==> src/rtl/ps2_key_decoder.sv <==
// ps2_key_decoder
// Deframes 11-bit PS/2 frames from the debounced keyboard lines and folds
// E0 (extended) and F0 (break) prefix bytes into single key events. Events
// sit in a small FIFO and are handed to the game input logic over a
// valid/ready handshake. Framing faults and timeouts raise a one-cycle
// frame_err pulse. A push into a full FIFO with no pop in the same cycle
// raises a one-cycle overflow pulse.
module ps2_key_decoder #(
  parameter int TIMEOUT_CYCLES = 20000,
  parameter int TIMEOUT_WIDTH  = 15,
  parameter int FIFO_DEPTH     = 4,
  parameter int FIFO_AW        = 2
) (
  input  logic       clk,
  input  logic       rst_n,
  input  logic       ps2_clk_db,
  input  logic       ps2_data_db,
  input  logic       key_ready,
  output logic       key_valid,
  output logic [7:0] key_code,
  output logic       key_release,
  output logic       key_extended,
  output logic       frame_err,
  output logic       overflow
);

  // Frame receiver states
  typedef enum logic [1:0] {
    IDLE   = 2'd0,
    DATA   = 2'd1,
    PARITY = 2'd2,
    STOP   = 2'd3
  } state_t;

  localparam logic [TIMEOUT_WIDTH-1:0] TMO_LAST   = TIMEOUT_WIDTH'(TIMEOUT_CYCLES - 1);
  localparam logic [FIFO_AW:0]         FULL_COUNT = (FIFO_AW + 1)'(FIFO_DEPTH);
  localparam logic [7:0]               PREFIX_EXT = 8'hE0;
  localparam logic [7:0]               PREFIX_BRK = 8'hF0;

  // ---------------------------------------------------------------------------
  // PS/2 clock falling-edge detection
  // ---------------------------------------------------------------------------
  logic prev_clk_reg;
  logic fall;

  // Remember last PS/2 clock level; idles high so reset never fakes an edge
  always_ff @(posedge clk or negedge rst_n) begin
    if (!rst_n) begin
      prev_clk_reg <= 1'b1;
    end else begin
      prev_clk_reg <= ps2_clk_db;
    end
  end

  assign fall = prev_clk_reg & ~ps2_clk_db;

  // ---------------------------------------------------------------------------
  // Frame FSM: start, 8 data bits LSB first, odd parity, stop
  // ---------------------------------------------------------------------------
  state_t                   state_reg,     state_next;
  logic [2:0]               bit_idx_reg,   bit_idx_next;
  logic [7:0]               shift_reg,     shift_next;
  logic                     parity_ok_reg, parity_ok_next;
  logic [TIMEOUT_WIDTH-1:0] tmo_reg,       tmo_next;
  logic                     byte_done_reg, byte_done_next;
  logic [7:0]               byte_reg,      byte_next;
  logic                     frame_err_reg, frame_err_next;

  // Frame FSM state and datapath registers
  always_ff @(posedge clk or negedge rst_n) begin
    if (!rst_n) begin
      state_reg     <= IDLE;
      bit_idx_reg   <= 3'd0;
      shift_reg     <= 8'd0;
      parity_ok_reg <= 1'b0;
      tmo_reg       <= '0;
      byte_done_reg <= 1'b0;
      byte_reg      <= 8'd0;
      frame_err_reg <= 1'b0;
    end else begin
      state_reg     <= state_next;
      bit_idx_reg   <= bit_idx_next;
      shift_reg     <= shift_next;
      parity_ok_reg <= parity_ok_next;
      tmo_reg       <= tmo_next;
      byte_done_reg <= byte_done_next;
      byte_reg      <= byte_next;
      frame_err_reg <= frame_err_next;
    end
  end

  // Next-state, bit sampling on PS/2 falling edges, and the inactivity timeout
  always_comb begin
    state_next     = state_reg;
    bit_idx_next   = bit_idx_reg;
    shift_next     = shift_reg;
    parity_ok_next = parity_ok_reg;
    tmo_next       = tmo_reg;
    byte_done_next = 1'b0;
    byte_next      = byte_reg;
    frame_err_next = 1'b0;

    // The timeout only guards a partially received frame; any edge restarts it.
    if (state_reg == IDLE) begin
      tmo_next = '0;
    end else if (fall) begin
      tmo_next = '0;
    end else if (tmo_reg == TMO_LAST) begin
      tmo_next       = '0;
      state_next     = IDLE;
      frame_err_next = 1'b1;
    end else begin
      tmo_next = tmo_reg + 1'b1;
    end

    if (fall) begin
      case (state_reg)
        IDLE: begin
          if (!ps2_data_db) begin
            state_next   = DATA;
            bit_idx_next = 3'd0;
          end else begin
            // A high start bit means we are out of step with the keyboard.
            frame_err_next = 1'b1;
          end
        end
        DATA: begin
          shift_next = {ps2_data_db, shift_reg[7:1]};
          if (bit_idx_reg == 3'd7) begin
            state_next = PARITY;
          end else begin
            bit_idx_next = bit_idx_reg + 3'd1;
          end
        end
        PARITY: begin
          // Odd parity: data plus parity bit must have an odd number of ones.
          parity_ok_next = ^{ps2_data_db, shift_reg};
          state_next     = STOP;
        end
        STOP: begin
          state_next = IDLE;
          if (ps2_data_db && parity_ok_reg) begin
            byte_done_next = 1'b1;
            byte_next      = shift_reg;
          end else begin
            frame_err_next = 1'b1;
          end
        end
        default: begin
          state_next = IDLE;
        end
      endcase
    end
  end

  // ---------------------------------------------------------------------------
  // Byte layer: fold E0/F0 prefixes into the next key byte
  // ---------------------------------------------------------------------------
  logic       ext_reg;
  logic       brk_reg;
  logic       push;
  logic [9:0] push_entry;

  assign push       = byte_done_reg && (byte_reg != PREFIX_EXT) && (byte_reg != PREFIX_BRK);
  assign push_entry = {ext_reg, brk_reg, byte_reg};

  // Prefix flags: set by E0/F0, consumed by the key byte, dropped on any error
  always_ff @(posedge clk or negedge rst_n) begin
    if (!rst_n) begin
      ext_reg <= 1'b0;
      brk_reg <= 1'b0;
    end else if (frame_err_reg) begin
      ext_reg <= 1'b0;
      brk_reg <= 1'b0;
    end else if (byte_done_reg) begin
      if (byte_reg == PREFIX_EXT) begin
        ext_reg <= 1'b1;
      end else if (byte_reg == PREFIX_BRK) begin
        brk_reg <= 1'b1;
      end else begin
        ext_reg <= 1'b0;
        brk_reg <= 1'b0;
      end
    end
  end

  // ---------------------------------------------------------------------------
  // Event FIFO: entry = {extended, release, code}
  // ---------------------------------------------------------------------------
  logic [9:0]         mem_reg [FIFO_DEPTH];
  logic [FIFO_AW-1:0] wr_ptr_reg;
  logic [FIFO_AW-1:0] rd_ptr_reg;
  logic [FIFO_AW:0]   count_reg;
  logic               overflow_reg;
  logic               empty;
  logic               full;
  logic               pop;
  logic               wr_en;
  logic [9:0]         head;

  assign empty = (count_reg == '0);
  assign full  = (count_reg == FULL_COUNT);
  assign pop   = !empty && key_ready;
  // When full, a push can still land if the head leaves in the same cycle.
  assign wr_en = push && (!full || pop);

  // Storage array; contents are only visible through key_valid gating
  always_ff @(posedge clk) begin
    if (wr_en) begin
      mem_reg[wr_ptr_reg] <= push_entry;
    end
  end

  // Pointers, occupancy and the overflow pulse
  always_ff @(posedge clk or negedge rst_n) begin
    if (!rst_n) begin
      wr_ptr_reg   <= '0;
      rd_ptr_reg   <= '0;
      count_reg    <= '0;
      overflow_reg <= 1'b0;
    end else begin
      overflow_reg <= push && full && !pop;
      if (wr_en) begin
        wr_ptr_reg <= wr_ptr_reg + 1'b1;
      end
      if (pop) begin
        rd_ptr_reg <= rd_ptr_reg + 1'b1;
      end
      case ({wr_en, pop})
        2'b10:   count_reg <= count_reg + 1'b1;
        2'b01:   count_reg <= count_reg - 1'b1;
        default: count_reg <= count_reg;
      endcase
    end
  end

  // Head entry is read combinationally so a pop shows the next entry at once
  assign head = mem_reg[rd_ptr_reg];

  assign key_valid    = !empty;
  assign key_code     = key_valid ? head[7:0] : 8'd0;
  assign key_release  = key_valid ? head[8]   : 1'b0;
  assign key_extended = key_valid ? head[9]   : 1'b0;
  assign frame_err    = frame_err_reg;
  assign overflow     = overflow_reg;

endmodule

==> config.mk <==
export PLATFORM = sky130hd
export DESIGN_NAME = ps2_key_decoder
export DESIGN_NICKNAME = d
export VERILOG_FILES = /design/src/rtl/ps2_key_decoder.sv
export SDC_FILE = /design/constraint.sdc
export NUM_CORES = 1
export LEC_CHECK = 0
export ABC_AREA = 1
export CORE_ASPECT_RATIO = 1.25
export CORE_MARGIN = 5
export CORE_UTILIZATION = 50
export CTS_BUF_LIST = sky130_fd_sc_hd__clkbuf_2 sky130_fd_sc_hd__clkbuf_4 sky130_fd_sc_hd__clkbuf_8
export DETAILED_ROUTE_END_ITERATION = 12
export PLACE_DENSITY = 0.73
export SETUP_SLACK_MARGIN = 0.15
export SLEW_MARGIN = 5
export SYNTH_ARGS = -nofsm -noshare
export SYNTH_HDL_FRONTEND = slang
export SYNTH_SLANG_ARGS = --single-unit
==> constraint.sdc <==
create_clock -name clk -period 3.7 [get_ports clk]
set_input_delay 0.74 -clock clk [delete_from_list [all_inputs] [get_ports clk]]
set_output_delay 0.74 -clock clk [all_outputs]
set_load 0.05 [all_outputs]
==> results of run 1 <==
-- layout make-up --
cell class	instances	share of cell area, %
sequential	90	53.13
multi-input combinational	274	32.02
inverter	52	4.226
timing repair buffer	20	4.064
clock buffer	10	2.845
tap	97	2.628
clock inverter	6	1.084
-- worst max-delay path, cell delays in order, from the launching register on --
cell,delay [ns]
dfrtp_1,0.58
clkinv_1,0.35
nor2_1,0.18
o21ai_0,0.09
a21oi_1,0.15
clkdlybuf4s50_1,0.83
-- cells by family after synthesis --
family                   share of synthesized area, %
adder cells (fa/ha/maj)                         3.789
XOR/XNOR                                        2.947
AND/OR/NAND/NOR                                 18.47
multiplexers                                    1.624
AO/OA/AOI/OAI                                   8.722
flip-flops                                      58.98
buffers and inverters                           5.474
-- routing by layer --
layer  GRT usage [%]  wire length, um  up-vias
li1                -                -     1439
met1           16.92             2913     1328
met2           27.01             3788       31
met3           2.162              185        6
met4           5.835               76        0
met5               0                0        -
-- layout by cell type (no fill, tap or decap), types with 2 or more instances in the layout --
cell | netlist | layout
xnor2_1 | 5 | 5
xor2_1 | 9 | 9
clkinv_1 | 2 | 2
inv_2 | 6 | 6
clkdlybuf4s50_1 | 0 | 16
nand2_1 | 53 | 53
buf_4 | 1 | 3
a32o_1 | 3 | 3
nor2_4 | 2 | 2
nand2_2 | 6 | 6
inv_1 | 44 | 44
or2_2 | 2 | 2
nand4_1 | 6 | 6
inv_6 | 0 | 2
ha_1 | 11 | 11
mux2_2 | 5 | 5
o21ai_0 | 31 | 31
nor3_1 | 3 | 3
nand3_2 | 3 | 3
edfxtp_1 | 40 | 40
nor2_2 | 5 | 5
nand3_1 | 12 | 12
a21oi_1 | 27 | 27
clkbuf_8 | 0 | 9
nor2_1 | 81 | 81
clkinv_4 | 0 | 2
clkinvlp_4 | 0 | 2
dfrtp_1 | 49 | 49
o21ai_1 | 3 | 3
-- power by group --
group | total [mW] | internal, mW | switching (mW)
Clock | 0.599 | 0.259 | 0.341
Sequential | 1.53 | 1.28 | 0.245
Combinational | 1.41 | 0.524 | 0.890
-- worst max path at each step --
stage | to | start | depth (start not counted) | slack, ns
floorplan | key_code[0] | count_reg[0] | 4 | 1.21
detailed placement | key_code[2] | rd_ptr_reg[1] | 5 | 0.81
CTS | key_code[2] | rd_ptr_reg[1] | 5 | 0.42
global placement | key_release | rd_ptr_reg[1] | 5 | 0.89
finish | key_code[2] | rd_ptr_reg[1] | 5 | 0.45
global route | key_code[2] | rd_ptr_reg[1] | 5 | 0.26
==> reports/results.txt, run 1 <==
status = completed
vias in the first global route = 2815
measured slew at the worst slew-check pin = 1.010 ns
Crit Path Class = register to primary output
Core ar. = 8194 um^2
overall routing resource usage = 14.68%
most instantiated cells after synthesis = nor2_1 (81), nand2_1 (53), dfrtp_1 (49)
Startpoint Class = register
Clk pin slew, worst setup/hold paths = 0.09 ns
PwrDens = 766.9 nW/um^2
Cell Rows = 37
Max Cap Violations = 0
residual DRC count = 0
r2r endpoint = mem_reg[1][4]
Root Buffer Master = clkbuf_8
total negative slack = 0 ns
Fmax = 0.3075 GHz
overall power = 3.542 mW
Die Span X = 91.59 um
area grow syn2layout = 11.01%
Fin Clk Skew = 0.01057 ns
CTS tree = yes
register area share after synthesis = 58.98%
origin of the critical flop-to-flop path = byte_reg[2]
Worst Path Arrival = 2.51 ns
syn nets = 440
Period Utilization, post-route = 87.89%
number of flops mapped to enable cells by yosys = 40
Pre-antenna DRT Iters = 4
count of pins over their slew limit = 0
Hold Slack = 0.4375 ns
Die Area = 10260 um^2
largest area contributor in the netlist = dfrtp_1
Final #Nets = 464
FF+latch area = 2454 um^2
Warnings, synthesis = 0
placer congestion estimate = 0.8324
Primary FF master, synth = dfrtp_1
Post-DP HPWL = 5.267 mm
io pins = 18
top-area cell type share of the netlist area = 29.47%
# Post-CTS Setup Buffers = 0
worst rel slew slack = 32.39%
Placed Area = 4437 um^2
post-DR wirelength/cell = 12.68 um
hold-fix buffers at CTS = 0
I/O Buffers = 17
clock latency on the worst-skew pair = 0.34 ns
dpl ws = 0.8101 ns
initial drt markers = 122
Final setup viols = 0
count leader, synth = nor2_1
Mean Syn Cell Area = 9.835 um^2
post-route cell area = 4618 um^2
CTS Buf Count = 9
Synth Register Bits = 90
leading cell types by total area after synthesis = dfrtp_1 (29%), edfxtp_1 (29%), nor2_1 (7.3%), nand2_1 (4.8%), inv_1 (4.0%)
Final ANT Viol Nets = 0
layout cells sized above 1 = 11.50%
Tightest Hold Check Type = primary input to asynchronous set/reset pin
CTS sink cnt = 90
Die Ht = 112.0 um
CTS H-Tree Depth = 3
drt total wl = 6.964 mm
asr flop ratio synth = 55.56%
first-pass GRT wire length = 12.26 mm
vias per inst = 5.107
final hold vios = 0
Longest Clk Path Bufs = 2
via count = 2804
Core Util, Final = 56.36%
netlist area before placement = 4160 um^2
required time worst endpoint = 2.96 ns
RSZ-0062 raised after global routing = false
Leak Pwr = 1.971 nW
Placed Cells = 533
antenna violations before repair = 0
final worst slack = 0.4483 ns
Reg2Reg Depth = 8
VDD IR max = 0.2586 mV
reg2reg setup slack = 1.39 ns
Initial Util = 50.77%
CP Capture Type = primary output
Crit Path Max Fanout = 12
number of gates resized after CTS = 0
antenna cells = 0
largest net degree at the start of global routing = 34
Multi-input gate area = 1479 um^2
gr ovfl total = 0
Final min period = 3.252 ns
count of different cell masters after synthesis = 34
Fill cells = 681
Post-Layout Cell Count = 549
max FFs per register = 40
Post-Syn Instances = 423
No activity file was read; power rests on OpenSTA's default activity.
==> inputs of run 2 (changes only) <==
--- a/config.mk
+++ b/config.mk
@@ -5,7 +5,6 @@
 export SDC_FILE = /design/constraint.sdc
 export NUM_CORES = 1
 export LEC_CHECK = 0
-export ABC_AREA = 1
 export CORE_ASPECT_RATIO = 1.25
 export CORE_MARGIN = 5
 export CORE_UTILIZATION = 50
==> run 2 against run 1 <==
Cell area down 4.0%. Area after synthesis down 4.5%. First-iteration DRC count down 19%. Power down 12%. Critical path depth down 2. Non-clock buffer count unchanged. Final cell count down 23%. Sequential share of layout area up 2.2 points. Sequential power down 10%. Register-to-register slack about the same. Setup slack worse by 0.087 ns. Critical path type unchanged. Largest power group unchanged. Highest routed layer unchanged.
==> reports/results.txt, run 2 <==
antenna violations before repair = 0
Fin Clk Skew = 0.01045 ns
vias per inst = 5.319
max FFs per register = 40
origin of the critical flop-to-flop path = count_reg[2]
residual DRC count = 0
Hold Slack = 0.3698 ns
Placed Cells = 404
final hold vios = 0
Root Buffer Master = clkbuf_8
netlist area before placement = 3973 um^2
initial drt markers = 99
number of gates resized after CTS = 0
Cell Rows = 36
count leader, synth = dfrtp_1
gr ovfl total = 0
overall power = 3.122 mW
Startpoint Class = register
Post-DP HPWL = 4.435 mm
Post-Syn Instances = 296
commonest non-fill, non-tap cell in the layout = dfrtp_1
antenna cells = 0
Initial Util = 50.98%
total negative slack = 0 ns
top-area cell type share of the netlist area = 30.87%
placer congestion estimate = 0.7406
syn nets = 313
grt peak-use layer = met2
Mean Syn Cell Area = 13.42 um^2
Final #Nets = 337
M1 GR Usage = 17.36%
post-DR wirelength/cell = 15.14 um
Longest Clk Path Bufs = 2
hold-fix buffers at CTS = 0
CTS tree = yes
Clk pin slew, worst setup/hold paths = 0.10 ns
leading cell types by total area after synthesis = dfrtp_1 (31%), edfxtp_1 (30%), mux4_2 (5.7%), xnor2_1 (3.7%), nand2_1 (3.6%)
Fmax = 0.2995 GHz
largest area contributor in the netlist = dfrtp_1
Leak Pwr = 1.778 nW
Final setup viols = 0
critical path launch point = rd_ptr_reg[0]
count of different cell masters after synthesis = 43
PwrDens = 704.2 nW/um^2
most instantiated cells after synthesis = dfrtp_1 (49), edfxtp_1 (40), nand2_1 (38)
worst rel slew slack = 52.93%
Die Span X = 89.73 um
Tightest Hold Check Type = primary input to asynchronous set/reset pin
Primary FF master, synth = dfrtp_1
GR Util met2 = 25.31%
via count = 2234
Die Ht = 109.7 um
measured slew at the worst slew-check pin = 0.7060 ns
status = completed
VDD IR max = 0.4051 mV
Final min period = 3.339 ns
final worst slack = 0.3615 ns
CTS sink cnt = 90
CTS Buf Count = 9
count of pins over their slew limit = 0
most frequent cells in the layout = dfrtp_1 (49), edfxtp_1 (40), nand2_1 (38)
I/O Buffers = 17
Post-Layout Cell Count = 420
vias in the first global route = 2293
asr flop ratio synth = 55.56%
clock latency on the worst-skew pair = 0.36 ns
io pins = 18
drt total wl = 6.360 mm
largest net degree at the start of global routing = 27
global routing usage on met3 = 3.012%
Crit Path Class = register to primary output
register area share after synthesis = 61.76%
required time worst endpoint = 2.96 ns
Worst Path Arrival = 2.60 ns
Warnings, synthesis = 0
Synth Register Bits = 90
Period Utilization, post-route = 90.23%
Core ar. = 7792 um^2
dpl ws = 0.6913 ns
number of flops mapped to enable cells by yosys = 40
Pre-antenna DRT Iters = 4
RSZ-0062 raised after global routing = false
Max Cap Violations = 0
Crit Path Max Fanout = 12
Die Area = 9839 um^2
overall routing resource usage = 14.53%
Final ANT Viol Nets = 0
# Post-CTS Setup Buffers = 0
layout cells sized above 1 = 13.85%
area grow syn2layout = 11.59%
CTS H-Tree Depth = 3
CP Capture Type = primary output
first-pass GRT wire length = 11.21 mm
run 2: final timing paths:
kind | depth (start not counted) | slack (ns) | endpoint
setup / recovery | 3 | 0.36 | key_code[5]
hold / removal | 1 | 0.37 | tmo_reg[11]
setup reg to reg | 8 | 1.40 | count_reg[1]
hold reg to reg | 1 | 0.48 | tmo_reg[0]
max in group asynchronous | 2 | 2.58 | shift_reg[0]
min in group clk | 1 | 0.48 | tmo_reg[0]
run 2: cells by family after synthesis:
family / after synthesis / share of synthesized area [%]
multiplexers: 20 / 8.473
adder cells (fa/ha/maj): 12 / 3.968
XOR/XNOR: 27 / 5.953
AO/OA/AOI/OAI: 27 / 5.229
AND/OR/NAND/NOR: 103 / 12.91
flip-flops: 90 / 61.76
buffers and inverters: 17 / 1.700
run 2: where the power goes:
group	switching (mW)	internal [mW]	total, mW
registers	0.195	1.18	1.37
logic	0.616	0.507	1.12
clock network	0.368	0.255	0.624
run 2: final cells by class:
type / instances / area, um^2
Sequential cell: 90 / 2454
Multi-Input combinational cell: 189 / 1451
Clock buffer: 9 / 123.9
Clock inverter: 7 / 60.06
Timing Repair Buffer: 20 / 187.7
Inverter: 10 / 37.54
Fill cell: 625 / 3359
Tap cell: 95 / 118.9
run 2: worst max-delay path: stages, from the launching register on:
cell and delay, ns:
dfrtp_1 0.81, mux4_2 0.58, nor2b_1 0.14, clkdlybuf4s50_1 0.70
run 2: routing by layer:
metal,wire (um),vias to the layer above
li1,-,1096
met1,2737,1094
met2,3304,34
met3,194,10
met4,124,0
met5,0,-
run 2: per-stage QoR:
| step | instance area [um^2] | utilization (%) |
|---|---|---|
| 2_1_floorplan | 3973 | - |
| 3_3_place_gp | 4249 | 54.53 |
| 3_5_place_dp | 4249 | 54.53 |
| 4_1_cts | 4433 | 56.89 |
| 5_1_grt | 4433 | 56.89 |
| 6_report | 4433 | 56.89 |
